[config.mk]
export PLATFORM = sky130hd
export DESIGN_NAME = sec_counter
export DESIGN_NICKNAME = d
export VERILOG_FILES = /design/src/rtl/sec_counter.sv
export SDC_FILE = /design/constraint.sdc
export NUM_CORES = 1
export LEC_CHECK = 0
export BUFFER_PORTS_ARGS = -buffer_cell sky130_fd_sc_hd__buf_2
export CAP_MARGIN = 0
export CORE_AREA = 2 2 60 62
export DETAILED_ROUTE_END_ITERATION = 16
export DIE_AREA = 0 0 62 64
export SKIP_CTS_REPAIR_TIMING = 1
export SYNTH_ARGS = -nofsm -noshare
export SYNTH_HDL_FRONTEND = slang
export SYNTH_SLANG_ARGS = --single-unit
[constraint.sdc]
create_clock -name clk -period 2.62 [get_ports clk]
set_clock_uncertainty 0.15 [all_clocks]
set_input_delay 0.524 -clock clk [delete_from_list [all_inputs] [get_ports clk]]
set_output_delay 0.524 -clock clk [all_outputs]
set_load 0.005 [all_outputs]
[src/rtl/sec_counter.sv]
// Seconds counter: a prescaler divides clk down to a one-second tick, and a
// 4-bit digit counter steps 0..MAX_COUNT once per tick and then wraps to 0.
module sec_counter #(
    parameter int TICK_CYCLES = 100_000_000,
    parameter int MAX_COUNT   = 9
) (
    input  logic       clk,
    input  logic       res,
    output logic [3:0] s_num
);

    // A single-cycle tick still needs one bit of storage.
    localparam int PW = (TICK_CYCLES > 1) ? $clog2(TICK_CYCLES) : 1;
    localparam logic [PW-1:0] PRE_LAST  = PW'(TICK_CYCLES - 1);
    localparam logic [3:0]    DIGIT_MAX = 4'(MAX_COUNT);

    logic [PW-1:0] r_pre;
    logic [3:0]    r_s_num;
    logic          w_tick;

    assign w_tick = (r_pre == PRE_LAST);

    // Wrap explicitly so that non-power-of-two periods do not run on to overflow.
    always_ff @(posedge clk or negedge res) begin
        if (!res) begin
            r_pre <= '0;
        end else if (w_tick) begin
            r_pre <= '0;
        end else begin
            r_pre <= r_pre + 1'b1;
        end
    end

    always_ff @(posedge clk or negedge res) begin
        if (!res) begin
            r_s_num <= 4'd0;
        end else if (w_tick) begin
            if (r_s_num == DIGIT_MAX) begin
                r_s_num <= 4'd0;
            end else begin
                r_s_num <= r_s_num + 4'd1;
            end
        end
    end

    assign s_num = r_s_num;

endmodule

==> results.tsv, run 1 <==
metric	value	unit
Levels on crit path	5	
wire per inst	15.3	um
clk root buf	clkbuf_4	
final worst setup slack	0.315	ns
Post-Syn Nets	156	
Pleak	0.792	nW
Net Sw Frac	21.7	%
global-route usage over all layers	20.0	%
vias	1223	
# rows	21	
n_diodes	0	
crit share post-route	88.0	%
die footprint	3970	um2
worst slew pin tran	0.674	ns
DPL Wire Length	2.32	mm
final worst path period need	2.30	ns
Core Area	3280	um2
Place WS	0.366	ns
Syn Std Cell Area	1590	um2
delay-heaviest family, CP	simple AND/OR/NAND/NOR gates	
CP Capture Type	flip-flop	
Non-Filler Instances	213	
DP Cell Count	207	
Rel. slew slack	54.6	%
Remaining DRCs	0	
drt initial violations	75	
number of global-route vias before repair	1181	
Worst R2R End	s_num[0]	
Skew-Pair Late Insertion Delay	0.32	ns
Pins Over Slew Limit	0	
post-route ant nets	0	
Fin. Hold Viols	0	
Reg2Reg Depth	5	
switching pwr	0.159	mW
Gate power share	1.3	%
Netlist cell types	37	
area growth from synthesis to layout	9.53	%
total of max-cap violations	0	
FMAX	434	MHz
Crit Reg-Reg Startpoint	r_pre[9]	
Worst Path Arrival	2.41	ns
slowest CP cell	or4_1	
top_reg_cell synth	dfrtp_1	
aggregate routed wire length	3.26	mm
sequential power share	65.2	%
Mean Syn Cell Area	10.4	um2
total gr overflow	0	
CP Max Fanout	13	
Clock Power Share	33.5	%
layout cells sized above 1	14.4	%
largest net degree at the start of global routing	32	
boundary pin count	6	
Ys Warns	0	
R2R Setup Slk	0.32	ns
Syn Inst Count	153	
Seq/Total Area, Yosys	48.8	%
post-DR vias/cell	5.74	
Int Pwr	0.574	mW
Total Nets Final	171	
peak supply drop	231	uV
status	completed	
clock-pin slew on the worst setup and hold paths	0.09	ns
TritonCTS Buffers	5	
Initial Util	48.4	%
#FFs+latches synth	31	
first-pass GRT wire length	5.78	mm
Die Y	64	um
DIE WIDTH	62	um
RePlAce Congestion	0.838	
crit-path cells	or4_1 > or4_4 > nor3b_4 > buf_4 > xor2_1	
Worst Hold Margin	0.0824	ns
clock buffer depth	2	
Post-synth EDFFs	0	
post-synthesis async set-or-reset flop share	100	%
CTS tree	yes	
IO Port Bufs	5	
CTS sink cnt	31	
CTS HTree Levels	2	
Buf/Inv on CP	1	
dpl cell area	1700	um2
initial antenna violation count	0	
setup violation total in the final timing report	0	
CP required	2.72	ns
RSZ-0062 raised after global routing	no	
Setup Total Neg Slack	0	ns
Setup crit start kind	flip-flop	
type of the worst setup path	reg2reg	
Crit path largest cell delay	0.58	ns
hold crit path type	in2async	
pwr dens	421	nW/um2
post-route cell area	1740	um2
DRT Pass-1 Iters	4	
-- cells in the mapped netlist, types with 2 or more instances --
cell       n  area (um2)
or4_1      2        15.0
or3_1      3        18.8
nor4b_1    2        17.5
and3_1     5        31.3
nand4_1   13        81.3
xor2_1     8        70.1
o21ai_0    5        25.0
nand3_1    7        35.0
nor2_1    12        45.0
nand2_1    8        30.0
inv_1      7        26.3
a31o_2     2        17.5
dfrtp_1   31         776
o211ai_1   2        15.0
nor3_1     4        20.0
xnor2_1    9        78.8
mux2i_1    3        30.0
nor2b_1    3        18.8
a21oi_1    4        20.0
nor4_1     2        12.5
and4_1     2        17.5
buf_2      2        10.0
and2_1     2        12.5
or4_4      2        22.5
-- worst register-to-register path, cell delays in order, from the launching register on --
cell     delay [ns]
dfrtp_1        0.46
or4_1          0.58
or4_4          0.49
nor3b_4        0.18
buf_4          0.22
xor2_1         0.15
-- power groups by stage --
stage / clock network [mW] / registers, mW / logic, mW
final: 0.246 / 0.478 / 0.00942
after global routing: 0.291 / 0.478 / 0.0121
after CTS: 0.259 / 0.478 / 0.0103
after detailed placement: 0 / 0.488 / 0.0105
after global placement: 0 / 0.488 / 0.0101
after floorplan: 0 / 0.488 / 0.000000306
-- per-layer routing --
layer  wire, um  global-route usage (%)  vias to the layer above
met3        140                    6.88                        6
met2       1510                    28.0                       26
li1           -                       -                      598
met4         58                    8.24                        0
met5          0                       0                        -
met1       1550                    27.9                      593
-- worst max path at each step --
| stage | slack (ns) | end | from |
|---|---|---|---|
| 5_1_grt | 0.18 | s_num[0] | r_pre[9] |
| 3_5_place_dp | 0.37 | s_num[0] | r_pre[9] |
| 2_1_floorplan | 0.41 | r_pre[13] | r_pre[9] |
| 4_1_cts | 0.33 | s_num[0] | r_pre[9] |
| 6_report | 0.32 | s_num[0] | r_pre[9] |
| 3_3_place_gp | 0.40 | s_num[0] | r_pre[9] |
-- cell families (layout without fill, tap and decap cells) --
family / count (synthesis) / in the layout / synth area share [%]
multiplexers: 4 / 4 / 2.60
buffers and inverters: 9 / 23 / 2.28
flip-flops: 31 / 31 / 48.8
AND/OR/NAND/NOR: 71 / 71 / 27.5
AO/OA/AOI/OAI: 20 / 20 / 8.66
XOR/XNOR: 17 / 17 / 9.37
adder cells (fa/ha/maj): 1 / 1 / 0.787
-- metrics by stage --
step / total power [mW] / util, %
finish: 0.733 / 53.0
global route: 0.781 / 53.0
detailed placement: 0.498 / 51.7
global placement: 0.498 / 51.7
floorplan: 0.488 / -
CTS: 0.747 / 53.0
-- registers in the layout (all words and copies together) (netlist names) --
signal	count
s_num	4
r_pre	27
-- cells in the final DEF, fill, tap and decap left out, types with 5 or more instances in the layout --
cell type  netlist  routed
dfrtp_1         31      31
nand3_1          7       7
nand2_1          8       8
buf_4            0       5
buf_2            2       5
and3_1           5       5
nor2_1          12      12
inv_1            7       7
o21ai_0          5       5
xor2_1           8       8
clkbuf_4         0       5
xnor2_1          9       9
nand4_1         13      13
-- cell type report --
| cell class | instances | area [um2] |
|---|---|---|
| Fill cell | 296 | 1540 |
| Multi-Input combinational cell | 113 | 777 |
| Sequential cell | 31 | 776 |
| Timing Repair Buffer | 10 | 62.6 |
| Tap cell | 46 | 57.6 |
| Clock buffer | 6 | 41.3 |
| Inverter | 7 | 26.3 |
(Power assumes the default switching activity.)
==> run 2, diff against run 1 <==
==> constraint.sdc (replaced) <==
create_clock -name clk -period 2.62 [get_ports clk]
set_clock_uncertainty 0.15 [all_clocks]
set_input_delay 0.393 -clock clk [delete_from_list [all_inputs] [get_ports clk]]
set_output_delay 0.393 -clock clk [all_outputs]
set_load 0.005 [all_outputs]
==> run 2 against run 1 <==
Non-clock buffer count is 1 higher. Total power is 0.28% higher. Register-to-register slack hardly changed. Via count is 1.1% higher. Clock power hardly changed. Sequential power hardly changed.
==> results.tsv, run 2 (synthesis results as in run 1) <==
metric	value	unit
pwr dens	420	nW/um2
aggregate routed wire length	3.30	mm
Core Area	3280	um2
wire per inst	15.4	um
post-route ant nets	0	
boundary pin count	6	
Pins Over Slew Limit	0	
setup violation total in the final timing report	0	
layout filler cell count	295	
first-pass GRT wire length	5.78	mm
type of the worst setup path	reg2reg	
layout cells sized above 1	14.3	%
crit share post-route	87.7	%
Reg with most FFs	r_pre	
clk root buf	clkbuf_4	
Die Y	64	um
Remaining DRCs	0	
hold crit path type	reg2reg	
Total Nets Final	172	
largest net degree at the start of global routing	32	
CTS HTree Levels	2	
post-DR vias/cell	5.78	
status	completed	
drt initial violations	86	
Pleak	0.796	nW
initial antenna violation count	0	
Setup crit start kind	flip-flop	
DP Cell Count	207	
CP Max Fanout	13	
TritonCTS Buffers	5	
Fin. Hold Viols	0	
global-route usage over all layers	20.0	%
Rel. slew slack	54.4	%
n_diodes	0	
final worst path period need	2.30	ns
peak supply drop	233	uV
vias	1237	
number of global-route vias before repair	1181	
clock-pin slew on the worst setup and hold paths	0.09	ns
CTS tree	yes	
IO Port Bufs	5	
total of max-cap violations	0	
CP Capture Type	flip-flop	
RSZ-0062 raised after global routing	no	
die footprint	3970	um2
total gr overflow	0	
clock buffer depth	2	
DRT Pass-1 Iters	4	
worst slew pin tran	0.678	ns
DPL Wire Length	2.32	mm
CP required	2.73	ns
area growth from synthesis to layout	10.2	%
Worst Hold Margin	0.341	ns
DIE WIDTH	62	um
Initial Util	48.4	%
most frequent cells in the layout	dfrtp_1, nand4_1, nor2_1	
Non-Filler Instances	214	
# rows	21	
Tot Pwr	0.735	mW
FMAX	435	MHz
RePlAce Congestion	0.838	
Skew-Pair Late Insertion Delay	0.32	ns
CTS sink cnt	31	
max FFs per register	27	
Setup Total Neg Slack	0	ns
most common cell after layout, fill and taps aside	dfrtp_1	
final design utilization	53.3	%
Worst Path Arrival	2.40	ns
==> run 2: power by group <==
| group | total, mW | switching (mW) | internal (mW) |
|---|---|---|---|
| Combinational | 0.0106 | 0.00909 | 0.00150 |
| Clock | 0.246 | 0.151 | 0.0953 |
| Sequential | 0.478 | 0 | 0.478 |
| Total | 0.735 | 0.160 | 0.575 |
==> run 2: path summary, 6_finish.rpt <==
path	startpoint	to	slack, ns	depth (start not counted)
hold / removal	r_pre[24]	r_pre[24]	0.34	1
setup reg to reg	r_pre[9]	s_num[0]	0.32	5
max in group asynchronous	res	r_pre[23]	1.38	2
hold reg to reg	r_pre[24]	r_pre[24]	0.34	1
setup / recovery	r_pre[9]	s_num[0]	0.32	5
min in group asynchronous	res	r_pre[1]	0.50	2
==> run 2: through the flow <==
stage	area, um2	setup slack [ns]
after global routing	1750	0.184
after detailed placement	1700	0.366
after CTS	1740	0.331
after floorplan	1590	0.408
after global placement	1700	0.402
final	1750	0.322
==> run 2: area by class of cell <==
cell class,instances,area (um2),area share (%)
inverter,7,26.3,1.50
sequential,31,776,44.3
clock buffer,6,41.3,2.36
multi-input combinational,113,777,44.4
timing repair buffer,11,72.6,4.15
tap,46,57.6,3.29
==> run 2: critical path, cell delays in order, from the launching register on <==
cell     delay, ns
dfrtp_1       0.46
or4_1         0.58
or4_4         0.49
nor3b_4       0.18
buf_4         0.22
xor2_1        0.15
==> run 2: layer usage <==
metal | up-vias | wire length [um] | track usage (%)
li1 | 598 | - | -
met1 | 603 | 1560 | 27.9
met2 | 30 | 1530 | 28.0
met3 | 6 | 156 | 6.88
met4 | 0 | 58 | 8.24
met5 | - | 0 | 0
